==> config.mk <==
export PLATFORM = sky130hd
export DESIGN_NAME = serial_frame_tx_flat
export DESIGN_NICKNAME = d
export VERILOG_FILES = /design/src/rtl/serial_link_pkg.sv /design/src/rtl/serial_frame_tx_if.sv /design/src/rtl/serial_frame_tx_bit_timer.sv /design/src/rtl/serial_frame_tx.sv /design/src/flat_wrapper.sv
export SDC_FILE = /design/constraint.sdc
export NUM_CORES = 1
export LEC_CHECK = 0
export ABC_AREA = 1
export BUFFER_PORTS_ARGS = -buffer_cell sky130_fd_sc_hd__buf_2
export CAP_MARGIN = 20
export CORE_UTILIZATION = 54
export CTS_CLUSTER_SIZE = 14
export DETAILED_ROUTE_END_ITERATION = 8
export PLACE_DENSITY = 0.76
export SYNTH_ARGS = -nofsm -noshare
export SYNTH_HDL_FRONTEND = slang
export SYNTH_SLANG_ARGS = --single-unit
==> constraint.sdc <==
create_clock -name CLK -period 1.7 [get_ports CLK]
set_input_delay 0.34 -clock CLK [delete_from_list [all_inputs] [get_ports CLK]]
set_output_delay 0.34 -clock CLK [all_outputs]
set_load 0.005 [all_outputs]
==> src/rtl/serial_link_pkg.sv <==
// Shared definitions for the single-wire serial link: FSM states, line levels, width helper.
// Also imported by the matching receiver so both ends agree on line levels.
package serial_link_pkg;

   typedef enum logic [2:0] {
      IDLE   = 3'd0,
      START  = 3'd1,
      DATA   = 3'd2,
      PARITY = 3'd3,
      STOP   = 3'd4
   } link_state_t;

   localparam logic LINE_IDLE = 1'b1;
   localparam logic START_BIT = 1'b0;
   localparam logic STOP_BIT  = 1'b1;

   // Counter width for a modulus of n; never narrower than one bit.
   function automatic int width_of(input int n);
      return (n <= 1) ? 1 : $clog2(n);
   endfunction

endpackage

==> src/rtl/serial_frame_tx_if.sv <==
// Word-in / line-out bundle of the frame transmitter.
// The master modport supplies words; the slave modport is the transmitter.
interface serial_frame_tx_if #(
   parameter int DATA_W = 8
);
   logic [DATA_W-1:0] DIN;
   logic              DIN_VALID;
   logic              DIN_READY;
   logic              TXD;
   logic              BUSY;
   logic              DONE;

   modport master (
      output DIN, DIN_VALID,
      input  DIN_READY, TXD, BUSY, DONE
   );

   modport slave (
      input  DIN, DIN_VALID,
      output DIN_READY, TXD, BUSY, DONE
   );
endinterface

==> src/rtl/serial_frame_tx_bit_timer.sv <==
// Bit-period counter: counts 0..CLKS_PER_BIT-1 while enabled, pulses wrap on the last count.
// Held at zero while disabled so every frame starts on a fresh bit period.
module bit_timer
   import serial_link_pkg::*;
#(
   parameter int CLKS_PER_BIT = 4
) (
   input  logic clk,
   input  logic rst,
   input  logic en,
   output logic wrap
);
   localparam int            CW   = width_of(CLKS_PER_BIT);
   localparam logic [CW-1:0] LAST = CW'(CLKS_PER_BIT - 1);

   logic [CW-1:0] cnt;

   assign wrap = en && (cnt == LAST);

   always_ff @(posedge clk or posedge rst) begin
      if (rst) begin
         cnt <= '0;
      end else if (!en || wrap) begin
         cnt <= '0;
      end else begin
         cnt <= cnt + CW'(1);
      end
   end
endmodule

==> src/rtl/serial_frame_tx.sv <==
// Serial frame transmitter: start bit, DATA_W bits LSB first, optional even parity, stop bit.
// Parity bit is present only when SERIAL_FRAME_TX_PARITY_EN is defined.
module serial_frame_tx
   import serial_link_pkg::*;
#(
   parameter int DATA_W       = 8,
   parameter int CLKS_PER_BIT = 4
) (
   input  logic              CLK,
   input  logic              RST,
   serial_frame_tx_if.slave  tx
);
   localparam int            IW       = width_of(DATA_W);
   localparam logic [IW-1:0] LAST_BIT = IW'(DATA_W - 1);

   link_state_t       state, state_n;
   logic [DATA_W-1:0] shift_q, shift_n, shifted;
   logic [IW-1:0]     bit_idx, bit_idx_n;
   logic              txd_q, txd_n;
   logic              done_q, done_n;
   logic              timer_en;
   logic              wrap;
`ifdef SERIAL_FRAME_TX_PARITY_EN
   logic              parity_q, parity_n;
`endif

   assign timer_en = (state != IDLE);
   assign shifted  = shift_q >> 1;

   bit_timer #(
      .CLKS_PER_BIT(CLKS_PER_BIT)
   ) u_bit_timer (
      .clk  (CLK),
      .rst  (RST),
      .en   (timer_en),
      .wrap (wrap)
   );

   always_ff @(posedge CLK or posedge RST) begin
      if (RST) begin
         state   <= IDLE;
         shift_q <= '0;
         bit_idx <= '0;
         txd_q   <= LINE_IDLE;
         done_q  <= 1'b0;
`ifdef SERIAL_FRAME_TX_PARITY_EN
         parity_q <= 1'b0;
`endif
      end else begin
         state   <= state_n;
         shift_q <= shift_n;
         bit_idx <= bit_idx_n;
         txd_q   <= txd_n;
         done_q  <= done_n;
`ifdef SERIAL_FRAME_TX_PARITY_EN
         parity_q <= parity_n;
`endif
      end
   end

   // TXD is registered, so each branch loads the level the line must show in the next state.
   always_comb begin
      state_n   = state;
      shift_n   = shift_q;
      bit_idx_n = bit_idx;
      txd_n     = txd_q;
      done_n    = 1'b0;
`ifdef SERIAL_FRAME_TX_PARITY_EN
      parity_n  = parity_q;
`endif
      case (state)
         IDLE: begin
            txd_n = LINE_IDLE;
            if (tx.DIN_VALID) begin
               state_n   = START;
               shift_n   = tx.DIN;
               bit_idx_n = '0;
               txd_n     = START_BIT;
`ifdef SERIAL_FRAME_TX_PARITY_EN
               parity_n  = ^tx.DIN;
`endif
            end
         end
         START: begin
            if (wrap) begin
               state_n = DATA;
               txd_n   = shift_q[0];
            end
         end
         DATA: begin
            if (wrap) begin
               if (bit_idx == LAST_BIT) begin
`ifdef SERIAL_FRAME_TX_PARITY_EN
                  state_n = PARITY;
                  txd_n   = parity_q;
`else
                  state_n = STOP;
                  txd_n   = STOP_BIT;
`endif
               end else begin
                  shift_n   = shifted;
                  txd_n     = shifted[0];
                  bit_idx_n = bit_idx + IW'(1);
               end
            end
         end
`ifdef SERIAL_FRAME_TX_PARITY_EN
         PARITY: begin
            if (wrap) begin
               state_n = STOP;
               txd_n   = STOP_BIT;
            end
         end
`endif
         STOP: begin
            if (wrap) begin
               state_n = IDLE;
               txd_n   = LINE_IDLE;
               done_n  = 1'b1;
            end
         end
         default: begin
            state_n = IDLE;
            txd_n   = LINE_IDLE;
         end
      endcase
   end

   assign tx.DIN_READY = (state == IDLE);
   assign tx.BUSY      = (state != IDLE);
   assign tx.TXD       = txd_q;
   assign tx.DONE      = done_q;
endmodule

==> src/flat_wrapper.sv <==
// flat-port wrapper written by rule: the top's interface ports become plain ports
module serial_frame_tx_flat import serial_link_pkg::*;
#(
   parameter int DATA_W       = 8,
   parameter int CLKS_PER_BIT = 4
)
  (CLK, RST, tx_DIN, tx_DIN_VALID, tx_DIN_READY, tx_TXD, tx_BUSY, tx_DONE);
  serial_frame_tx_if #(.DATA_W(DATA_W)) tx_i ();
  input  logic CLK;
  input  logic RST;
  input wire logic [$bits(tx_i.DIN)-1:0] tx_DIN;
  input wire logic [$bits(tx_i.DIN_VALID)-1:0] tx_DIN_VALID;
  output wire logic [$bits(tx_i.DIN_READY)-1:0] tx_DIN_READY;
  output wire logic [$bits(tx_i.TXD)-1:0] tx_TXD;
  output wire logic [$bits(tx_i.BUSY)-1:0] tx_BUSY;
  output wire logic [$bits(tx_i.DONE)-1:0] tx_DONE;
  assign tx_i.DIN = tx_DIN;
  assign tx_i.DIN_VALID = tx_DIN_VALID;
  assign tx_DIN_READY = tx_i.DIN_READY;
  assign tx_TXD = tx_i.TXD;
  assign tx_BUSY = tx_i.BUSY;
  assign tx_DONE = tx_i.DONE;
  serial_frame_tx #(.DATA_W(DATA_W), .CLKS_PER_BIT(CLKS_PER_BIT)) u_core (.CLK(CLK), .RST(RST), .tx(tx_i));
endmodule
Yosys cells after proc, flatten, opt, wreduce, memory -nomap -nowiden --
Index checks and enable logic that the tools add are counted.
Storage, ports and cells: flip-flop bits (word level) 18, logic and storage cells 51, output and inout port bits 4, bits of input ports 11
Cells by class: add/subtract/negate cells 2, equality and inequality tests 11, reduce and logical (&&, ||, !) cells 9, muxes and demuxes 23
Operators with widths (count):
- $mux 3 | 8
- $mux 8 | 3
- $pmux 8 s2 | 1
- $pmux 3 s4 | 1
- $ne 2x2->1 const B | 5
- $mux 1 | 7
- $eq 3x3->1 const B | 2
- $pmux 3 s2 | 1
- $reduce_and 5->1 | 1
- $pmux 1 s4 | 1
- $reduce_and 4->1 | 1
- $add 3x1->3 const B | 1
- $eq 3x1->1 const B | 1
- $eq 3x2->1 const B | 1
- $logic_not 3->1 | 1
- $reduce_and 3->1 | 1
- $reduce_bool 3->1 | 1
- $add 2x1->2 const B | 1
- $eq 2x2->1 const B | 1
- $mux 2 | 1
- $ne 2x1->1 const B | 1
- $reduce_bool 2->1 | 1
- $logic_and 1x1->1 | 1
- $logic_not 1->1 | 1
- $logic_or 1x1->1 | 1

Longest topological paths before layout --
Gate-level depths: netlist of run 1.
depth in word-level cells 4, depth in mapped cells 10, depth with buffers taken out 9

By module --
Synthesis of run 1 repeated with hierarchy kept, for this count alone.
Unflattened totals: cells, all modules 130, area total of the unflattened synthesis 1023.5 um2
Modules (own cells, without submodules):
- serial_frame_tx | times used 1, seq. area each 401.6 um2, area each 930.9 um2, cells an instance 119
- bit_timer | times used 1, seq. area each 50.0 um2, area each 92.6 um2, cells an instance 11

Worst setup path after synthesis of run 1 --
OpenSTA, ideal clock, no wires.
path kind register to register, start register u_core.bit_idx[0], end register u_core.shift_q[0], period minus slack after synthesis 1.469 ns, path buffers 1, library setup time 0.116 ns, arrival time 1.353 ns, stages on the path, launching flop included 10, setup slack 0.231 ns, required time 1.584 ns, cells stage by stage dfrtp_1 > ha_1 > ha_1 > inv_1 > nand3_1 > nand2_4 > nand2_2 > buf_6 > nand2_1 > nand2_1
Between the ends: longest elaborated chain between the ends 3
RTL lines:
- start: declaration | line serial_frame_tx.sv:18 | logic [IW-1:0] bit_idx, bit_idx_n;
- start signal: assignment | line serial_frame_tx.sv:52 | bit_idx <= bit_idx_n;
- $eq 3x3->1 | line serial_frame_tx.sv:92 | if (bit_idx == LAST_BIT) begin
- $ne 2x2->1 (no line)
- $reduce_and 4->1 (no line)
- end signal: assignment | line serial_frame_tx.sv:51 | shift_q <= shift_n;
- end: declaration | line serial_frame_tx.sv:17 | logic [DATA_W-1:0] shift_q, shift_n, shifted;
Every way passes these cells. A chain may end at the register's enable or synchronous reset.

Final worst setup path of run 1 --
Same ends and word-level chain as after synthesis.

==> results of run 1 <==
routing by layer:
layer | wire, microns | up-vias | GRT usage (%)
li1 | - | 426 | -
met1 | 819 | 357 | 29.4
met2 | 769 | 17 | 31.2
met3 | 61 | 2 | 4.08
met4 | 13 | 0 | 5.45
met5 | 0 | - | 0
flip-flops by register name (all words and copies together), names as in the netlist:
| register | cells |
|---|---|
| u_core.u_bit_timer.cnt | 2 |
| u_core.state | 3 |
| u_core.tx.DONE | 1 |
| u_core.shift_q | 8 |
| u_core.bit_idx | 3 |
| u_core.tx.TXD | 1 |
worst register-to-register path, cell delays in order, from the launching register on:
cell	delay, ns
dfrtp_1	0.41
ha_1	0.20
ha_1	0.18
inv_1	0.08
nand3_1	0.14
nand2_4	0.15
nand2_2	0.15
nand2_1	0.09
nand2_1	0.05
through the flow:
stage	util, %	cells	worst slack (ns)	cell area [sq um]	hold slack, ns
after global placement	65.9	161	0.187	1050	0.425
after floorplan	-	125	0.231	966	0.278
after global routing	68.1	165	0.00317	1090	0.194
after CTS	68.1	165	0.130	1090	0.140
after detailed placement	65.9	161	0.144	1050	0.430
final	68.1	165	0.137	1090	0.122
synthesized netlist by cell type:
cell	n	area share, %
buf_4	1	0.78
nand3b_1	1	0.78
buf_2	1	0.52
nor2_1	3	1.2
nand2_4	3	3.5
nand3_1	16	8.3
ha_1	3	3.9
dfstp_2	1	2.7
nor2_4	1	1.2
dfrtp_1	17	44
inv_1	8	3.1
clkinv_2	1	0.52
or2_2	1	0.65
nand2_1	58	23
o21ai_0	1	0.52
and3_1	1	0.65
inv_2	1	0.39
nand2_2	2	1.3
nand4_1	2	1.3
nor3_1	1	0.52
buf_6	1	1.2
a21oi_1	1	0.52
layout make-up:
cell class                      count  share of cell area, %
Sequential cell                    18                   41.6
Multi-Input combinational cell     94                   41.6
Timing Repair Buffer               15                   7.14
Inverter                           10                   3.57
Clock buffer                        4                   3.34
Tap cell                           24                   2.76
power by group:
group | switching [mW] | total, mW | leakage, nW | internal [mW]
sequential | 0.126 | 0.731 | 0.230 | 0.606
combinational | 0.568 | 0.889 | 0.391 | 0.321
clock | 0.130 | 0.260 | 0.0210 | 0.130
cells by family after synthesis:
group / share of synthesized area, %
AO/OA/AOI/OAI: 1.04
adder cells (fa/ha/maj): 3.89
buffers and inverters: 6.48
flip-flops: 46.8
AND/OR/NAND/NOR: 41.8
how the worst max path moves through the flow:
stage                              to  slack (ns)              start
floorplan           u_core.shift_q[0]        0.23  u_core.bit_idx[0]
global placement    u_core.shift_q[7]        0.19  u_core.bit_idx[0]
detailed placement  u_core.shift_q[2]        0.14  u_core.bit_idx[0]
CTS                 u_core.shift_q[7]        0.13  u_core.bit_idx[0]
global route        u_core.shift_q[7]       0.003  u_core.bit_idx[0]
finish              u_core.shift_q[0]        0.14  u_core.bit_idx[0]
==> flow_summary.json, run 1 <==
{
  "critPathBufInv": 1,
  "clock_path_buffers": 2,
  "ys_seq_elements": 18,
  "area_growth_pct": 12.4,
  "ctsHtreeMaxLevel": 1,
  "crit_path_end_kind": "flip-flop",
  "slowest_stage": "dfrtp_1",
  "drv_slew": 0,
  "tightestPinTransition_ns": 0.646,
  "hp-class": "in -> async",
  "grt_usage_pct": 20.3,
  "dpl.hpwl_microns": 1310,
  "fin_nets": 156,
  "r2r_slack_ns": 0.14,
  "core.rowCount": 14,
  "ant_nets": 0,
  "syn_nets": 139,
  "grt_max_degree": 19,
  "start_kind": "flip-flop",
  "seq_area_sq_um": 452,
  "setup_tns_ns": 0,
  "routed_wl_microns": 1660,
  "detail_route.wl_per_cell_microns": 10.1,
  "grt_setup_unrepaired": "false",
  "path_depth": 8,
  "maxCapViolations": 0,
  "skew_ns": 0.00165,
  "dieArea_sq_mm": 0.00196,
  "post-cts-setup-buffer-count": 0,
  "post_synth.cell_area_avg_sq_um": 7.73,
  "die_x_microns": 44.3,
  "cp_cell_sequence": "ha_1 -> ha_1 -> inv_1 -> nand3_1 -> nand2_4 -> nand2_2 -> nand2_1 -> nand2_1",
  "drt_first_pass_iters": 4,
  "grt_pass1_wl_microns": 2950,
  "grt_antenna_before_repair": 0,
  "drive_above_1_share_pct": 20.6,
  "cts-resized-gates": 0,
  "clock_sinks": 18,
  "vias_per_cell": 4.86,
  "gp_congestion": 0.829,
  "drt_iter0_markers": 10,
  "ys_seq_area_share_pct": 46.8,
  "core-area_sq_mm": 0.00159,
  "pin_count": 15,
  "crit_family": "simple AND/OR/NAND/NOR gates",
  "clock.fmax_ghz": 0.640,
  "period_share_pct": 91.9,
  "total_power_mw": 1.88,
  "gr-total-overflow": 0,
  "ir_drop_mv": 0.969,
  "grt_pass1_vias": 690,
  "drc": 0,
  "crit_type": "reg -> reg",
  "cts_tree": "yes",
  "layout.filler_cells": 137,
  "cp.required_ns": 1.88,
  "clk_pin_slew_ns": 0.10,
  "r2r_end": "u_core.shift_q[0]",
  "cts-root-buf": "clkbuf_4",
  "cts_buffers": 3,
  "diodes": 0,
  "power_leakage_nw": 0.642,
  "max_stage_delay_ns": 0.41,
  "die_y_microns": 44.3,
  "cp.arrival_ns": 1.75,
  "reg2reg_depth": 8,
  "finalSetupViolCount": 0,
  "power.density_mw_per_mm2": 1730,
  "ys_warn_count": 0,
  "netlist_area_sq_um": 966,
  "relSlewSlack_pct": 56.9,
  "multi_input_area_sq_um": 452,
  "start_util_pct": 60.6,
  "crit_fanout": 11,
  "final_common_cell": "nand2_1",
  "vias": 802,
  "final_cell_mix": "nand2_1, dfrtp_1, nand3_1, buf_2, inv_1",
  "syn_inst": 125,
  "ys_types": 22,
  "hold_violations": 0,
  "cts_hold_buf": 0,
  "r2r-start": "u_core.bit_idx[0]",
  "port_buffers": 14,
  "fin_crit_ns": 1.56,
  "insertion_delay_ns": 0.28,
  "status": "complete, no violations"
}
Note: power is estimated with default switching activity, not from simulation.
==> run 2, diff against run 1 <==
Settings changed: CORE_UTILIZATION 54 to 55, PLACE_DENSITY 0.76 to 0.77, SYNTH_HIERARCHICAL set to 1.
==> run 2 against run 1 <==
Effect of this change: final area rose by 11%; critical path type unchanged; core utilization is 1.5 points higher; highest routed layer unchanged; register-to-register slack is essentially flat; wire length is 17% higher; combinational power up 61%; worst setup slack got worse by 0.015 ns; largest cell class is now multi-input gates; clock-buffer cell count is the same; sequential share of layout area fell by 4.0 points.
==> flow_summary.json, run 2 <==
{
  "status": "complete, no violations",
  "min_to": "u_core/shift_q[7]",
  "cts-resized-gates": 0,
  "pin_count": 15,
  "drt_iter0_markers": 10,
  "grt_max_degree": 17,
  "largestRegisters": "u_core/shift_q (8), u_core/bit_idx (3), u_core/state (3)",
  "skew_ns": 0.00635,
  "top_layer_used": "met4",
  "yosysMostFrequentCell": "nand2_1",
  "ys_warn_count": 6,
  "worst_hold_startpoint": "tx_DIN[7]",
  "gr-total-overflow": 0,
  "clock_path_buffers": 2,
  "ir_drop_mv": 1.49,
  "die_y_microns": 45.1,
  "place_area_sq_mm": 0.00115,
  "wl_met1_microns": 843,
  "met3WireLength_microns": 70,
  "synth_edf_count": 0,
  "largest_reg_flops": 8,
  "drt_first_pass_iters": 4,
  "vias": 864,
  "cp.required_ns": 1.89,
  "netlist_area_sq_mm": 0.00102,
  "port_buffers": 14,
  "yosysTopAreaCell": "dfrtp_1",
  "final_common_cell": "nand2_1",
  "finalSetupViolCount": 0,
  "start_kind": "flip-flop",
  "r2r-start": "u_core/bit_idx[0]",
  "cts_buffers": 3,
  "vias_per_cell": 4.77,
  "cts_tree": "yes",
  "stdcell_area_sq_mm": 0.00120,
  "grt_pass1_wl_microns": 3350,
  "syn_inst": 130,
  "drc": 0,
  "drv_slew": 0,
  "hp-class": "in -> reg",
  "clock.fmax_ghz": 0.634,
  "post_synth.cell_area_avg_sq_um": 7.87,
  "grt_pass1_vias": 815,
  "fin_crit_ns": 1.58,
  "cp.arrival_ns": 1.77,
  "r2r_end": "u_core/bit_idx[0]",
  "synth_top_area_share_pct": 41.6,
  "ys_async_sr_fraction_pct": 100,
  "synthTopCellsByArea": "dfrtp_1, nand2_1, nand3_1, nand2_2, inv_1",
  "die_x_microns": 45.1,
  "dieArea_sq_mm": 0.00204,
  "relSlewSlack_pct": 60.7,
  "hold_violations": 0,
  "core-area_sq_mm": 0.00173,
  "cts-root-buf": "clkbuf_4",
  "grt_usage_pct": 23.5,
  "maxCapViolations": 0,
  "diodes": 0,
  "hold_depth": 3,
  "routed_wl_microns": 1950,
  "setup_tns_ns": 0,
  "start_util_pct": 59.3,
  "synthTopCellsByCount": "nand2_1, dfrtp_1, inv_1",
  "r2r_slack_ns": 0.12,
  "fin_nets": 171,
  "syn_nets": 144,
  "ys_seq_elements": 18,
  "grt_setup_unrepaired": "false",
  "ys.flop_type": "dfrtp_1",
  "power_leakage_nw": 0.697,
  "clk_pin_slew_ns": 0.10,
  "total_power_mw": 2.41,
  "core.rowCount": 15,
  "area_growth_pct": 17.5,
  "reg2reg_depth": 9,
  "power.density_mw_per_mm2": 2010,
  "ctsHtreeMaxLevel": 1,
  "regMostFlops": "u_core/shift_q",
  "detail_route.wl_per_cell_microns": 10.8,
  "crit_fanout": 6,
  "crit_path_end_kind": "flip-flop",
  "ys_types": 23,
  "drive_above_1_share_pct": 29.5,
  "period_share_pct": 92.8,
  "dpl.hpwl_microns": 1480,
  "met2_length_microns": 1010,
  "ant_nets": 0,
  "insertion_delay_ns": 0.30,
  "clock_sinks": 18,
  "gp_congestion": 0.856,
  "final_cell_mix": "nand2_1, dfrtp_1, buf_2, inv_1, buf_4",
  "tightestPinTransition_ns": 0.589,
  "grt_antenna_before_repair": 0,
  "ys_seq_area_share_pct": 44.1,
  "crit_type": "reg -> reg"
}
run 2: layout make-up:
| cell class | count | area [sq um] |
|---|---|---|
| Clock buffer | 4 | 26.3 |
| Inverter | 13 | 48.8 |
| Fill cell | 148 | 524 |
| Sequential cell | 18 | 452 |
| Timing Repair Buffer | 25 | 155 |
| Tap cell | 25 | 31.3 |
| Multi-Input combinational cell | 96 | 489 |
run 2: layer usage:
layer	vias up	global-route usage (%)
met1	393	26.9
met2	18	40.6
met5	-	0
li1	449	-
met3	4	6.40
met4	0	10.9
run 2: repair_timing:
item / 4_1_cts / 5_1_grt
hold buffers: 1 / 0
endpoints found under the hold margin: 2 / 0
buffers inserted: 0 / 2
endpoints found under the setup margin: 0 / 3
run 2: logic make-up after synthesis:
logic type,Yosys count,share of synthesized area (%)
and+or+nand+nor,87,40.1
DFF,18,44.1
buffers and inverters,16,8.07
AOI/OAI and AO/OA,6,4.03
adders and majority gates,3,3.67
run 2: metrics by stage:
stage               setup slack [ns]  cells  utilization (%)  hold WS, ns
global route                  0.0700    181             69.6        0.284
detailed placement            0.0818    174             66.7        0.206
global placement               0.181    174             66.7        0.201
finish                         0.122    181             69.6        0.283
floorplan                      0.191    130                -       0.0812
CTS                           0.0733    179             68.8        0.283
run 2: power breakdown:
group / internal (mW) / switching (mW) / leakage (nW) / total [mW]
logic: 0.588 / 0.842 / 0.452 / 1.43
clock network: 0.0914 / 0.133 / 0.0150 / 0.225
registers: 0.622 / 0.136 / 0.229 / 0.757
run 2: how the worst max path moves through the flow:
stage	startpoint	end	slack (ns)	cells after the start
3_5_place_dp	u_core/bit_idx[0]	u_core/shift_q[6]	0.08	9
4_1_cts	u_core/bit_idx[0]	u_core/shift_q[2]	0.07	9
5_1_grt	u_core/bit_idx[0]	u_core/bit_idx[0]	0.07	9
2_1_floorplan	u_core/state[1]	u_core/bit_idx[0]	0.19	10
3_3_place_gp	u_core/bit_idx[0]	u_core/shift_q[3]	0.18	9
6_report	u_core/bit_idx[0]	u_core/bit_idx[0]	0.12	9
run 2: worst max-delay path: stages (launching register included):
cell and delay (ns):
dfrtp_1 0.42, ha_1 0.21, ha_1 0.17, inv_1 0.07, nand3_1 0.11, nand2_2 0.10, nand3_4 0.09, buf_4 0.17
nand2_1 0.07, o21ai_2 0.06
==> run 3, diff against run 2 <==
Settings changed: CORE_ASPECT_RATIO set to 1.1, GPL_ROUTABILITY_DRIVEN set to 0.
==> run 3 against run 2 <==
Effect of this change: sequential power about the same; via count is 4.7% higher; register-to-register slack about the same; core utilization is 0.89 points lower; highest routed layer unchanged; clock skew rose by 0.0025 ns; wire length increased by 6.6%; critical path depth did not move; largest cell class unchanged; final area increased by 0.73%; die area about the same.
==> flow_summary.json, run 3 (synthesis results as in run 2) <==
{
  "clock.fmax_ghz": 0.631,
  "tightestPinTransition_ns": 0.625,
  "r2r-start": "u_core/bit_idx[0]",
  "cp.arrival_ns": 1.77,
  "grt_antenna_before_repair": 0,
  "dpl.hpwl_microns": 1450,
  "ir_drop_mv": 1.08,
  "die_x_microns": 43.1,
  "grt_setup_unrepaired": "false",
  "drt_first_pass_iters": 4,
  "power_leakage_nw": 0.707,
  "grt_pass1_wl_microns": 3100,
  "vias_per_cell": 5.17,
  "startpoint": "u_core/bit_idx[0]",
  "hp-class": "in -> reg",
  "status": "complete, no violations",
  "crit_path_end_kind": "flip-flop",
  "pin_count": 15,
  "drive_above_1_share_pct": 30.6,
  "port_buffers": 14,
  "gr-total-overflow": 0,
  "ant_nets": 0,
  "crit_fanout": 6,
  "start_kind": "flip-flop",
  "pwr-share-comb_pct": 59.2,
  "cts_tree": "yes",
  "start_util_pct": 58.1,
  "die_y_microns": 47.2,
  "clock_sinks": 18,
  "relSlewSlack_pct": 58.3,
  "place_inst": 167,
  "routed_wl_microns": 2080,
  "p_int_mw": 1.37,
  "largestRegisters": "u_core/shift_q (8), u_core/bit_idx (3), u_core/state (3)",
  "drt_iter0_markers": 23,
  "final_cell_mix": "nand2_1, dfrtp_1, buf_2, inv_1, buf_4",
  "vias": 905,
  "grt_usage_pct": 21.1,
  "insertion_delay_ns": 0.29,
  "drc": 0,
  "worst_hold_startpoint": "tx_DIN[7]",
  "place_area_sq_mm": 0.00114,
  "regMostFlops": "u_core/shift_q",
  "finalSetupViolCount": 0,
  "pwr-share-seq_pct": 30.4,
  "fin_crit_ns": 1.59,
  "grt_max_degree": 17,
  "crit_type": "reg -> reg",
  "final_common_cell": "nand2_1",
  "diodes": 0,
  "utilization_pct": 68.8,
  "area_growth_pct": 18.3,
  "period_share_pct": 93.3,
  "grt_pass1_vias": 725,
  "instances_no_fill": 175,
  "detail_route.wl_per_cell_microns": 11.9,
  "power.density_mw_per_mm2": 2060,
  "power_frac_clock_pct": 10.5,
  "cts_buffers": 3,
  "cp.required_ns": 1.88,
  "ctsHtreeMaxLevel": 1,
  "largest_reg_flops": 8,
  "dieArea_sq_mm": 0.00204,
  "drv_slew": 0,
  "fin_nets": 172,
  "switchingPower_mw": 1.13,
  "clock_path_buffers": 2,
  "clk_pin_slew_ns": 0.11,
  "hold_violations": 0,
  "cts-resized-gates": 0,
  "netSwitchingFraction_pct": 45.3,
  "stdcell_area_sq_mm": 0.00121,
  "cts-root-buf": "clkbuf_4",
  "core.rowCount": 16,
  "maxCapViolations": 0,
  "core-area_sq_mm": 0.00176,
  "skew_ns": 0.00884,
  "layout.filler_cells": 148,
  "setup_tns_ns": 0
}
==> run 3: metal layers <==
metal / share of wire (%) / track usage [%] / wire, microns / vias to the layer above
li1: - / - / - / 450
met1: 43 / 25.2 / 889 / 418
met5: 0 / 0 / 0 / -
met2: 51 / 40.0 / 1060 / 27
met3: 3.7 / 2.31 / 77 / 10
met4: 2.5 / 7.27 / 52 / 0
==> run 3: repair_timing <==
item | 4_1_cts | 5_1_grt
endpoints found under the setup margin | 0 | 6
endpoints found under the hold margin | 2 | 0
hold buffers | 1 | 0
buffers inserted | 0 | 3
==> run 3: area by class of cell <==
class / count / area [sq um] / area share (%)
inverters: 13 / 48.8 / 4.03
well taps: 18 / 22.5 / 1.86
multi-input cells: 96 / 489 / 40.4
clock buffers: 4 / 36.3 / 3.00
flip-flops and latches: 18 / 452 / 37.3
repair buffers: 26 / 163 / 13.4
==> run 3: worst paths after layout <==
path                                        endpoint  slack [ns]  depth (start not counted)
max                                u_core/shift_q[4]        0.11                          9
min                                u_core/shift_q[7]        0.29                          3
max reg2reg                        u_core/shift_q[4]        0.11                          9
min reg2reg                u_core/u_bit_timer/cnt[0]        0.45                          1
max in group asynchronous            u_core/state[2]        0.62                          3
min in group asynchronous  u_core/u_bit_timer/cnt[0]        0.44                          3
==> run 3: worst max-delay path: stages (launching register included) <==
cell and delay (ns):
dfrtp_1 0.42, ha_1 0.22, ha_1 0.18, inv_1 0.07, nand3_1 0.11, nand2_2 0.10
nand3_4 0.10, buf_4 0.18, nand2_2 0.05, nand2_1 0.05
==> run 3: metrics by stage <==
step / worst slack (ns) / hold slack [ns] / total power [mW]
floorplan: 0.191 / 0.0812 / 1.79
global placement: 0.186 / 0.200 / 2.06
detailed placement: 0.118 / 0.212 / 2.12
CTS: 0.0680 / 0.286 / 2.40
global route: 0.0457 / 0.279 / 2.72
finish: 0.114 / 0.285 / 2.49
==> run 3: power groups by stage <==
stage          Sequential, mW  Combinational [mW]  Clock [mW]
2_1_floorplan           0.740                1.05           0
4_1_cts                 0.756                1.37       0.267
6_report                0.757                1.48       0.261
5_1_grt                 0.778                1.66       0.291
3_5_place_dp            0.760                1.36           0
3_3_place_gp            0.752                1.31           0
